File: config.mk
export PLATFORM = sky130hd
export DESIGN_NAME = mem_port_arbiter
export DESIGN_NICKNAME = d
export VERILOG_FILES = /design/src/rtl/mem_pkg.sv /design/src/rtl/mem_arb_prio.sv /design/src/rtl/mem_port_arbiter.sv
export SDC_FILE = /design/constraint.sdc
export NUM_CORES = 1
export LEC_CHECK = 0
export CORE_UTILIZATION = 37
export CTS_CLUSTER_SIZE = 14
export DETAILED_ROUTE_END_ITERATION = 7
export PLACE_DENSITY = 0.84
export SLEW_MARGIN = 5
export SYNTH_ARGS = -nofsm -noshare
export SYNTH_HDL_FRONTEND = slang
export SYNTH_HIERARCHICAL = 1
export SYNTH_SLANG_ARGS = --single-unit
export TNS_END_PERCENT = 100
File: constraint.sdc
create_clock -name clk -period 5.5 [get_ports clk]
set_input_delay 1.375 -clock clk [delete_from_list [all_inputs] [get_ports clk]]
set_output_delay 1.375 -clock clk [all_outputs]
set_load 0.02 [all_outputs]
File: src/rtl/mem_pkg.sv
// rtl/mem_pkg.sv - shared memory-port widths, vectors and arbiter encodings
package mem_pkg;

    localparam int ADDR_W = 8;
    localparam int DATA_W = 8;

    localparam logic [7:0] RESET_VEC = 8'h00;
    localparam logic [7:0] IRQ_VEC   = 8'h01;

    typedef enum logic {
        ST_BOOT = 1'b0,
        ST_RUN  = 1'b1
    } arb_state_t;

    typedef enum logic [1:0] {
        SEL_NONE = 2'd0,
        SEL_IF   = 2'd1,
        SEL_DM   = 2'd2
    } arb_sel_t;

endpackage

File: src/rtl/mem_arb_prio.sv
// rtl/mem_arb_prio.sv - data-first priority select with forced fetch on starvation
module mem_arb_prio
    import mem_pkg::*;
(
    input  logic     en,
    input  logic     if_req,
    input  logic     dm_req,
    input  logic     if_force,
    output arb_sel_t sel
);

    always_comb begin
        sel = SEL_NONE;
        if (en) begin
            // Data wins unless fetch has been starved for the full streak.
            if (dm_req && !(if_req && if_force)) begin
                sel = SEL_DM;
            end else if (if_req) begin
                sel = SEL_IF;
            end
        end
    end

endmodule

File: src/rtl/mem_port_arbiter.sv
// rtl/mem_port_arbiter.sv - single-port memory arbiter for fetch and data, with boot vector read
module mem_port_arbiter #(
    parameter int                ADDR_W     = mem_pkg::ADDR_W,
    parameter int                DATA_W     = mem_pkg::DATA_W,
    parameter logic [ADDR_W-1:0] RESET_VEC  = ADDR_W'(mem_pkg::RESET_VEC),
    parameter int                MAX_STREAK = 3,
    parameter int                STREAK_W   = 2
) (
    input  logic              clk,
    input  logic              reset,

    input  logic              if_req,
    input  logic [ADDR_W-1:0] if_addr,
    output logic              if_gnt,
    output logic              if_rvalid,

    input  logic              dm_req,
    input  logic              dm_we,
    input  logic [ADDR_W-1:0] dm_addr,
    input  logic [DATA_W-1:0] dm_wdata,
    output logic              dm_gnt,
    output logic              dm_rvalid,

    output logic [DATA_W-1:0] rdata,
    output logic              boot_valid,
    output logic [ADDR_W-1:0] boot_pc,

    output logic              mem_read,
    output logic              mem_write,
    output logic [ADDR_W-1:0] mem_addr,
    output logic [DATA_W-1:0] mem_wdata,
    input  logic [DATA_W-1:0] mem_rdata
);

    import mem_pkg::*;

    arb_state_t          state_q;
    arb_state_t          state_d;
    logic [STREAK_W-1:0] streak_q;
    arb_sel_t            sel;
    logic                run;
    logic                starve;

    assign run    = (state_q == ST_RUN) && !reset;
    assign starve = (streak_q == STREAK_W'(MAX_STREAK));

    mem_arb_prio u_prio (
        .en       (run),
        .if_req   (if_req),
        .dm_req   (dm_req),
        .if_force (starve),
        .sel      (sel)
    );

    // Reset gates every memory strobe and grant combinationally so an
    // access cut short by reset never reaches the memory.
    always_comb begin
        state_d   = state_q;
        if_gnt    = 1'b0;
        dm_gnt    = 1'b0;
        mem_read  = 1'b0;
        mem_write = 1'b0;
        mem_addr  = '0;
        mem_wdata = '0;
        if (!reset) begin
            case (state_q)
                ST_BOOT: begin
                    mem_read = 1'b1;
                    mem_addr = RESET_VEC;
                    state_d  = ST_RUN;
                end
                ST_RUN: begin
                    case (sel)
                        SEL_IF: begin
                            if_gnt   = 1'b1;
                            mem_read = 1'b1;
                            mem_addr = if_addr;
                        end
                        SEL_DM: begin
                            dm_gnt   = 1'b1;
                            mem_addr = dm_addr;
                            if (dm_we) begin
                                mem_write = 1'b1;
                                mem_wdata = dm_wdata;
                            end else begin
                                mem_read = 1'b1;
                            end
                        end
                        default: ;
                    endcase
                end
                default: state_d = ST_BOOT;
            endcase
        end
    end

    always_ff @(posedge clk or posedge reset) begin
        if (reset) begin
            state_q    <= ST_BOOT;
            streak_q   <= '0;
            rdata      <= '0;
            boot_pc    <= '0;
            boot_valid <= 1'b0;
            if_rvalid  <= 1'b0;
            dm_rvalid  <= 1'b0;
        end else begin
            state_q   <= state_d;
            if_rvalid <= if_gnt;
            dm_rvalid <= dm_gnt;
            if (state_q == ST_BOOT) begin
                boot_pc    <= ADDR_W'(mem_rdata);
                boot_valid <= 1'b1;
            end
            if (mem_read && (state_q == ST_RUN)) begin
                rdata <= mem_rdata;
            end
            // Streak counts data wins only while fetch is actually waiting.
            if (if_gnt || !if_req) begin
                streak_q <= '0;
            end else if (dm_gnt && !starve) begin
                streak_q <= streak_q + 1'b1;
            end
        end
    end

    a_one_grant : assert property (@(posedge clk) disable iff (reset) !(if_gnt && dm_gnt));
    a_boot_quiet : assert property (@(posedge clk) disable iff (reset)
        (state_q == ST_BOOT) |-> !(if_gnt || dm_gnt || mem_write));

endmodule

Yosys cells after proc, flatten, opt, wreduce, memory -nomap -nowiden --
Index checks and enable logic that the tools add are counted.
Operators by class: multiplexer cells 26, bitwise logic cells 1, add/sub/neg operators 1, eq/ne operators 3, reduce and logical (&&, ||, !) cells 11
Operators with widths (count):
- $mux 8 | 5
- $pmux 8 s2 | 2
- $mux 1 | 13
- $mux 2 | 4
- $logic_and 1x1->1 | 5
- $eq 2x2->1 const B | 2
- $logic_not 1->1 | 4
- $pmux 1 s2 | 2
- $add 2x1->2 const B | 1
- $eq 2x1->1 const B | 1
- $reduce_bool 2->1 | 1
- $logic_or 1x1->1 | 1
- $not 1->1 | 1
Word-level totals: bits of input ports 37, logic and storage cells 49, output and inout port bits 39, register bits 22

Logic depth before layout (Yosys ltp) --
Gate-level depths: netlist of run 1.
word-level depth 13, gate-level depth with buffers 9, mapped depth without buffers 8

By module --
Netlist of run 1, hierarchy kept.
Modules (own cells, without submodules):
- mem_port_arbiter | cells each 94, sequential area each 550.5 µm², area each 1076.0 µm², times used 1
- mem_arb_prio | cells each 5, sequential area each 0.0 µm², area each 21.3 µm², times used 1

Worst setup path before layout of run 1 --
No wires, ideal clock.
kind input-to-output, start point input reset, end point output mem_addr[0], required time 4.125 ns, arrival time 2.998 ns, setup slack 1.127 ns, stages on the path 8, buffers on the path 1, path through nor2b_1 -> nand2_1 -> a21oi_1 -> inv_1 -> ha_1 -> or3b_1 -> buf_2 -> nor2_1
On the way: longest elaborated chain between the ends 7, elaborated cells between the ends (all ways) 8, those cells by class eq/ne: 2; mux: 4; reduce/logical: 2
Ends and longest elaborated chain:
- start, declared | RTL line mem_port_arbiter.sv:10 | input logic reset,
- $logic_not 1->1 (no line) *
- $logic_and 1x1->1 * | RTL line mem_port_arbiter.sv:44 | assign run = (state_q == ST_RUN) && !reset;
- $mux 2 * | RTL line mem_arb_prio.sv:14 | if (en) begin
- via sel[0] | RTL line mem_port_arbiter.sv:40 | arb_sel_t sel;
- $eq 2x2->1 / $eq 2x1->1 (equally long branches) | RTL line mem_port_arbiter.sv:73 | case (sel)
- $pmux 8 s2 * | RTL line mem_port_arbiter.sv:73
- $pmux 8 s2 * | RTL line mem_port_arbiter.sv:66 | case (state_q)
- $mux 8 * | RTL line mem_port_arbiter.sv:65 | if (!reset) begin
- end, declared | RTL line mem_port_arbiter.sv:30 | output logic [ADDR_W-1:0] mem_addr,
The timed path passes the listed nets; every way through them passes the cells marked *.

Worst setup path after layout of run 1 --
start point input reset, end point output mem_addr[4]
On the way: longest elaborated chain between the ends 7, elaborated cells between the ends (all ways) 8, those cells by class eq/ne: 2; mux: 4; reduce/logical: 2
Ends and longest elaborated chain:
- $logic_not 1->1 (no line) *
- $logic_and 1x1->1 * | RTL line mem_port_arbiter.sv:44
- via run | RTL line mem_port_arbiter.sv:41 | logic run;
- $mux 2 * | RTL line mem_arb_prio.sv:14
- via sel[0] | RTL line mem_port_arbiter.sv:40
- $eq 2x2->1 / $eq 2x1->1 (equally long branches) | RTL line mem_port_arbiter.sv:73
- $pmux 8 s2 * | RTL line mem_port_arbiter.sv:73
- $pmux 8 s2 * | RTL line mem_port_arbiter.sv:66
- $mux 8 * | RTL line mem_port_arbiter.sv:65
Marks and branches as above.

==> flow_metrics.tcl, run 1 <==
set metrics [dict create \
    fin_crit_sh 0.959 \
    r2r_slack_ps 2710 \
    cp.arrival_ps 3900 \
    synth_top_family_by_area "multiplexers" \
    critPathRequiredTime_ps 4120 \
    crit_buf_inv 3 \
    grtUsageTotal 0.200 \
    yosys.area_share.simple 0.157 \
    r2r-start "state_q$_DFFE_PP0N_" \
    clk_pin_slew_ps 110 \
    max-slew-margin-rel 0.470 \
    cp_slowest_cell "clkdlybuf4s50_1" \
    dp_hpwl_um 2360 \
    tightest_slew_ps 794 \
    multi_input_area_um2 514 \
    holdCritStartpoint "boot_valid$_DFFE_PP0N_" \
    diodes 0 \
    period_needed_ps 5270 \
    hold_slack_ps 492 \
    cts_hold_buffers 0 \
    synth_top_area_frac 0.502 \
    setup_viol 0 \
    cpLargestDelayFamily "buffers and inverters" \
    cp.depth 9 \
    numCtsBuffers 3 \
    via_per_inst 5.07 \
    insertion_delay_ps 300 \
    ys_warn_count 6 \
    drc 0 \
    yosysTopAreaCell "dfrtp_1" \
    wl_per_cell_um 14.1 \
    die_h_um 56.5 \
    ys_seq_elements 22 \
    grt_max_degree 23 \
    cp_slowest_stage_delay_ps 610 \
    die_area_um2 3190 \
    synth_nets 139 \
    p_per_area_nw_per_um2 241 \
    worstPathCellList "clkdlybuf4s50_1 > nor2b_2 > nand2_1 > a21oi_1 > inv_1 > ha_1 > or3b_1 > nor2_1 > clkdlybuf4s50_1" \
    grt_pass1_wl_um 4980 \
    end_kind "output port" \
    htreeDepth 1 \
    hold_viol 0 \
    seqCellArea_um2 551 \
    reg2reg_to "rdata[0]$_DFFE_PP0P_" \
    synth_compound_area_frac 0.111 \
    synth_seq_area_share 0.502 \
    grt.overflow.total 0 \
    synthMuxAreaShare 0.164 \
    clk_path_buf_depth 2 \
    synth-adder-area-share 0.0342 \
    drv_cap 0 \
    antenna_found_initial 0 \
    vias 1049 \
    critPathLaunchType "primary input" \
    crit_top_cell "clkdlybuf4s50_1" \
    first_pass_iters 4 \
    clockRootBuffer "clkbuf_4" \
    die_x_um 56.5 \
    io_buffers 75 \
    fp-row-count 19 \
    leakage_nw 0.793 \
    status "finished clean" \
    setup-tns-final_ps 0 \
    netlist_area_um2 1100 \
    cts.sinks 22 \
    finalMaxSlewViolations 0 \
    crit_type "primary input to output port" \
    nets 217 \
    rsz0062_at_grt "no" \
    top_level_ports 76 \
    startpoint "reset" \
    drive_gt1_frac 0.142 \
    ys_types 21 \
    fin_skew_ps 2.58 \
    start_util 0.395 \
    antenna_left 0 \
    gp_congestion 0.837 \
    whs_path_depth 1 \
    ir_drop_mv 0.250 \
    hold_class "register to register" \
    wl_um 2930 \
    syn2layout_area_growth_pct 75.7 \
    yosys-top-cells-area "dfrtp_1 (50%), mux2_2 (16%), and2_1 (5.7%)" \
    fmax_mhz 190 \
    synth_xor_area_frac 0 \
    avgSynthCellArea_um2 11.1 \
    ff2ff_path_depth 8 \
    core_um2 2780 \
    min_to "boot_valid$_DFFE_PP0N_" \
    fillers 207 \
    critPathMaxFanout 9 \
    cts_tree "done" \
    dr.first_iter.drc_count 70 \
    syn-instance-count 99 \
    grt_pass1_vias 1087 \
]
registers in the layout (all words and copies together) (netlist names):
register and flops:
boot_pc 8, rdata 8, streak_q 2, boot_valid 1, dm_rvalid 1, if_rvalid 1
state_q 1
how the worst max path moves through the flow:
stage	to
after floorplan	mem_addr[0]
after global routing	mem_addr[3]
final	mem_addr[4]
after global placement	mem_addr[2]
after CTS	mem_addr[2]
after detailed placement	mem_addr[2]
final cells by class:
| cell class | instances | area share |
|---|---|---|
| clock buffers | 4 | 0.0188 |
| repair buffers | 78 | 0.401 |
| multi-input cells | 68 | 0.267 |
| inverters | 4 | 0.00779 |
| flip-flops and latches | 22 | 0.286 |
| well taps | 31 | 0.0201 |
synth_stat cells, drive strengths merged:
cell / instances
a22oi: 8
and2: 10
buf: 2
o22ai: 2
o21bai: 2
a21oi: 3
or3b: 1
nand3: 1
o21a: 1
and3: 1
nor2b: 3
nand2b: 3
clkbuf: 3
mux2: 16
nor2: 9
inv: 4
ha: 3
nand2: 5
dfrtp: 22
power breakdown:
| part | switching [W] | internal, W |
|---|---|---|
| clock network | 0.0000456 | 0.0000404 |
| logic | 0.0000761 | 0.000100 |
| registers | 0.0000136 | 0.000190 |
| total | 0.000135 | 0.000330 |
cell families after synthesis:
group / Yosys count
buffers and inverters: 9
adders and majority gates: 3
and+or+nand+nor: 33
AOI/OAI and AO/OA: 16
DFF: 22
muxes: 16
layer usage:
layer / share of wire / GRT usage / wire (um) / vias up
met5: 0 / 0 / 0 / -
met4: 0 / 0.0488 / 0 / 0
met3: 0.12 / 0.0853 / 355 / 0
met2: 0.49 / 0.350 / 1440 / 68
met1: 0.39 / 0.222 / 1130 / 489
li1: - / - / - / 492
timing repair:
item | 4_1_cts | 5_1_grt
resized for setup | 0 | 1
buffers inserted | 0 | 0
setup endpoints to repair | 0 | 8
per-stage QoR:
stage	cells	utilization	cell area (um2)	power, W	setup slack [ps]
after floorplan	99	-	1100	0.000284	1130
after global placement	203	0.679	1890	0.000379	294
after detailed placement	203	0.679	1890	0.000384	159
after CTS	207	0.692	1930	0.000471	150
after global routing	207	0.693	1930	0.000491	33.8
final	207	0.693	1930	0.000466	225
placed cells by master (no fill, tap or decap):
cell and n:
nor2b_2 1, ha_1 3, nor2b_1 2, a22oi_1 8, clkdlybuf4s50_1 75, inv_1 4
a21oi_1 3, nand3_1 1, nor2_1 9, mux2_2 16, o21bai_4 1, clkbuf_8 1
o22ai_1 2, buf_4 3, clkbuf_4 3, nand2b_1 3, and2_1 10, o21bai_1 1
dfrtp_1 22, o21a_1 1, and3_1 1, or3b_1 1, nand2_1 5
Note: power is estimated with default switching activity, not from simulation.
==> run 2: changes to the inputs <==
--- a/config.mk
+++ b/config.mk
@@ -7,6 +7,7 @@
 export LEC_CHECK = 0
-export CORE_UTILIZATION = 37
+export ABC_AREA = 1
+export CORE_UTILIZATION = 39
 export CTS_CLUSTER_SIZE = 14
 export DETAILED_ROUTE_END_ITERATION = 7
-export PLACE_DENSITY = 0.84
+export PLACE_DENSITY = 0.86
 export SLEW_MARGIN = 5
==> constraint.sdc (replaced) <==
create_clock -name clk -period 5.5 [get_ports clk]
set_input_delay 1.65 -clock clk [delete_from_list [all_inputs] [get_ports clk]]
set_output_delay 1.65 -clock clk [all_outputs]
set_load 0.02 [all_outputs]
==> flow_metrics.tcl, run 2 <==
set metrics [dict create \
    final_area_um2 2090 \
    fin_skew_ps 9.11 \
    yosysTopAreaCell "dfrtp_1" \
    netlist_area_um2 1170 \
    yosysMostFrequentCell "nand2_1" \
    hold_slack_ps 485 \
    yosys-top-cells-area "dfrtp_1 (47%), nand2_1 (24%), inv_1 (5.8%)" \
    hold_class "register to register" \
    grt.overflow.total 0 \
    placed_cells_incl_taps 270 \
    drc 16 \
    synth_nets 199 \
    first_pass_iters 6 \
    ys_seq_elements 22 \
    cp_slowest_cell "clkdlybuf4s50_1" \
    crit_buf_inv 6 \
    finalMaxSlewViolations 0 \
    leakage_nw 1.25 \
    numCtsBuffers 3 \
    violations "DRC" \
    syn2layout_area_growth_pct 78.0 \
    cts_hold_buffers 0 \
    grt_pass1_vias 1163 \
    post-place-ws_ps -42.6 \
    tightest_slew_ps 584 \
    grtUsageTotal 0.202 \
    layout_commonest_cell "nand2_1" \
    grt_pass1_wl_um 5040 \
    drv_cap 0 \
    crit_type "primary input to output port" \
    top_layer_used "met4" \
    fillers 212 \
    start_util 0.418 \
    critPathRequiredTime_ps 3850 \
    antenna_left 0 \
    diodes 0 \
    multi_input_area_um2 522 \
    critPathMaxFanout 4 \
    seqCellArea_um2 551 \
    worstPathCellList "clkdlybuf4s50_1 > inv_2 > nand2_1 > inv_2 > nand2_1 > a21oi_2 > inv_1 > ha_1 > nand2_2 > nor2_4 > buf_4 > clkdlybuf4s50_1" \
    vias 1277 \
    cp_slowest_stage_delay_ps 590 \
    die_h_um 56.9 \
    gp_congestion 0.770 \
    layout_common_cells "nand2_1 (75), clkdlybuf4s50_1 (57), dfrtp_1 (22)" \
    p_per_area_nw_per_um2 214 \
    largestRegisters "boot_pc: 8 flops, rdata: 8 flops, streak_q: 2 flops" \
    p_total_w 0.000446 \
    antenna_found_initial 0 \
    cpLargestDelayFamily "buffers and inverters" \
    dp_hpwl_um 2410 \
    critPathLaunchType "primary input" \
    drt-met1-wl_um 1300 \
    clockRootBuffer "clkbuf_4" \
    hold_viol 0 \
    synth_edf_count 0 \
    via_per_inst 4.66 \
    ys_types 19 \
    cp.arrival_ps 3650 \
    grt_max_degree 24 \
    wl_met3_um 290 \
    period_needed_ps 5300 \
    synth_ff_type "dfrtp_1" \
    dpl_cell_area_um2 2000 \
    setup_viol 0 \
    rsz0062_at_grt "no" \
    synth_top_area_frac 0.469 \
    die_x_um 56.9 \
    clk_pin_slew_ps 130 \
    fmax_mhz 189 \
    status "finished with violations" \
    top_level_ports 76 \
    end_kind "output port" \
    dr_wl_met2_um 1490 \
    fin_cells 274 \
    timing.final.ws_setup_ps 198 \
    cts_tree "done" \
    dr.first_iter.drc_count 52 \
    fp-row-count 19 \
    io_buffers 75 \
    r2r_slack_ps 3190 \
    ys_warn_count 6 \
    cts.sinks 22 \
    syn-instance-count 159 \
    ir_drop_mv 0.187 \
    die_area_um2 3230 \
    avgSynthCellArea_um2 7.38 \
    synth_seq_area_share 0.469 \
    core_um2 2810 \
    async_flop_share 1.00 \
    wl_um 3170 \
    max-slew-margin-rel 0.610 \
    nets 284 \
    synthTopCellsByCount "nand2_1 (75), dfrtp_1 (22), inv_1 (18), a21oi_1 (10), nor2_1 (10)" \
    htreeDepth 1 \
    drive_gt1_frac 0.0988 \
    insertion_delay_ps 320 \
    fin_crit_sh 0.964 \
    clk_path_buf_depth 2 \
    wl_per_cell_um 11.6 \
]
==> run 2: power breakdown <==
part	total [W]	switching, W	internal, W	leakage [nW]
clock	0.000124	0.0000502	0.0000737	0.0279
sequential	0.000189	0.0000103	0.000179	0.249
combinational	0.000133	0.0000628	0.0000706	0.972
==> run 2: timing repair <==
action | CTS | global route
setup endpoints to repair | 3 | 15
buffers inserted | 0 | 0
hold endpoints to repair | 0 | 0
resized for setup | 3 | 15
==> run 2: cell type report <==
class,instances,share of cell area
multi-input cells,113,0.250
flip-flops and latches,22,0.263
clock inverters,1,0.0144
inverters,21,0.0389
repair buffers,83,0.404
clock buffers,3,0.0108
well taps,31,0.0186
==> run 2: per-stage QoR <==
step,TNS (ps),util
floorplan,0,-
global placement,0,0.714
detailed placement,-48.2,0.714
CTS,0,0.731
global route,0,0.745
finish,0,0.745
==> run 2: routing by layer <==
| metal | vias up | track usage |
|---|---|---|
| li1 | 648 | - |
| met1 | 565 | 0.228 |
| met2 | 55 | 0.355 |
| met3 | 9 | 0.0461 |
| met4 | 0 | 0.101 |
| met5 | - | 0 |
==> run 2: cell families after synthesis <==
logic type	share of synthesized area
simple gates	0.362
buf+inv	0.0863
flops	0.469
compound gates	0.0501
fa+ha+maj	0.0320
==> run 2: path summary, 6_finish.rpt <==
check	start	endpoint	depth (start not counted)
min in group asynchronous	reset	boot_pc[4]$_DFFE_PP0N_	3
max in group asynchronous	reset	streak_q[0]$_DFFE_PP0P_	3
worst max-delay path	reset	dm_gnt	12
worst min register to register	boot_valid$_DFFE_PP0N_	boot_valid$_DFFE_PP0N_	1
worst max register to register	state_q$_DFFE_PP0N_	rdata[4]$_DFFE_PP0P_	12
worst min-delay path	boot_valid$_DFFE_PP0N_	boot_valid$_DFFE_PP0N_	1
==> run 3: changes to the inputs <==
REMOVE_ABC_BUFFERS = 1   (was not set)
==> flow_metrics.tcl, run 3 (synthesized netlist as in run 2, its figures left out) <==
set metrics [dict create \
    gp_congestion 0.721 \
    io_buffers 75 \
    violations "DRC" \
    drv_cap 0 \
    r2r_slack_ps 3160 \
    dr.first_iter.drc_count 56 \
    grt_max_degree 24 \
    dpl_cell_area_um2 2000 \
    wl_um 3270 \
    top_level_ports 76 \
    post-place-ws_ps -17.8 \
    reg2reg_to "rdata[6]$_DFFE_PP0P_" \
    insertion_delay_ps 300 \
    cp_slowest_stage_delay_ps 590 \
    dp_hpwl_um 2530 \
    fin_skew_ps 1.75 \
    min_to "boot_valid$_DFFE_PP0N_" \
    critPathLaunchType "primary input" \
    period_needed_ps 5380 \
    worstPathCellList "clkdlybuf4s50_1 > inv_2 > nand2_1 > inv_2 > nand2_1 > a21oi_2 > inv_1 > ha_1 > nand2_2 > nor2_4 > nand2_2 > inv_1 > clkdlybuf4s50_1" \
    p_per_area_nw_per_um2 200 \
    end_kind "output port" \
    antenna_left 0 \
    die_area_um2 3230 \
    r2r-start "state_q$_DFFE_PP0N_" \
    cp.arrival_ps 3730 \
    hold_viol 0 \
    fp-row-count 19 \
    grt_pass1_vias 1103 \
    core_um2 2810 \
    grtUsageMet3 0.0622 \
    critPathRequiredTime_ps 3850 \
    fin_crit_sh 0.978 \
    grtUsageTotal 0.203 \
    use_met2 0.369 \
    drive_gt1_frac 0.0950 \
    layout_commonest_cell "nand2_1" \
    drc 12 \
    diodes 0 \
    grt.busiest_layer "met2" \
    status "finished with violations" \
    grt_pass1_wl_um 5050 \
    fillers 231 \
    htreeDepth 1 \
    placed_cells_incl_taps 269 \
    fin_cells 273 \
    clockRootBuffer "clkbuf_4" \
    nets 283 \
    fin_util 0.730 \
    ff2ff_path_depth 12 \
    finalMaxSlewViolations 0 \
    setup_viol 0 \
    clk_pin_slew_ps 120 \
    holdCritStartpoint "boot_valid$_DFFE_PP0N_" \
    multi_input_area_um2 522 \
    whs_path_depth 1 \
    tightest_slew_ps 599 \
    largestRegisters "boot_pc: 8 flops, rdata: 8 flops, streak_q: 2 flops" \
    die_x_um 56.9 \
    antenna_found_initial 0 \
    crit_type "primary input to output port" \
    cts_hold_buffers 0 \
    start_util 0.418 \
    cts.sinks 22 \
    final_area_um2 2050 \
    fmax_mhz 186 \
    critPathMaxFanout 9 \
    hold_class "register to register" \
    cts_tree "done" \
    grt.overflow.total 0 \
    via_per_inst 4.52 \
    layout_common_cells "nand2_1 (75), clkdlybuf4s50_1 (58), dfrtp_1 (22)" \
    use_met1 0.239 \
    cpLargestDelayFamily "buffers and inverters" \
    crit_buf_inv 6 \
    cp_slowest_cell "clkdlybuf4s50_1" \
    numCtsBuffers 3 \
    timing.final.ws_setup_ps 120 \
    syn2layout_area_growth_pct 74.5 \
    max-slew-margin-rel 0.600 \
    wl_per_cell_um 12.0 \
    first_pass_iters 6 \
    vias 1235 \
    ir_drop_mv 0.221 \
    seqCellArea_um2 551 \
    die_h_um 56.9 \
    leakage_nw 1.17 \
    clk_path_buf_depth 2 \
]
## run 3: cell count changes in the layout (fill, tap and decap cells not counted), sizes merged
cell	change
buf	-1
clkdlybuf4s50	+1
dlygate4sd2	+4
dlymetal6s2s	-5
bufinv	-1
clkbuf	+1
## run 3: what timing repair did
| item | 4_1_cts | 5_1_grt |
|---|---|---|
| gates resized for setup | 7 | 10 |
| setup endpoints to repair | 7 | 10 |
| cloned | 0 | 0 |
| setup buffers | 0 | 0 |
## run 3: worst max-delay path by stage
stage               start           end  cells after the start
global route        reset     mem_write                     13
finish              reset     mem_write                     13
detailed placement  reset   mem_addr[0]                     12
CTS                 reset   mem_addr[1]                     12
global placement    reset   mem_addr[7]                     12
floorplan           reset  mem_wdata[0]                     10
## run 3: worst reg2reg max path: stages (launching register included)
cell and delay, ps:
dfrtp_1 740, nand2_1 140, inv_2 90, nand2_1 60, a21oi_2 140, inv_1 60, ha_1 280, inv_1 120
nand3_4 130, buf_4 180, nor2_4 200, nand2_1 90, nand2_1 70
## run 3: layer usage
layer  up-vias  share of wire
li1        646              -
met2        45           0.50
met3         0          0.088
met4         0              0
met1       544           0.41
met5         -              0
## run 3: final cells by class
cell class,instances,area share
clock buffer,4,0.0177
inverter,21,0.0397
multi-input combinational,113,0.255
sequential,22,0.269
tap,31,0.0189
timing repair buffer,82,0.400
## run 3: where the power goes
group	switching (W)	internal (W)	total, W
sequential	0.00000987	0.000179	0.000189
combinational	0.0000637	0.0000700	0.000134
clock	0.0000470	0.0000404	0.0000873
## run 3: per-stage QoR
step / total power, W / TNS [ps] / hold WS, ps
finish: 0.000410 / 0 / 476
global route: 0.000432 / -6.21 / 492
CTS: 0.000415 / 0 / 482
detailed placement: 0.000327 / -17.8 / 451
global placement: 0.000323 / 0 / 447
floorplan: 0.000247 / 0 / 482
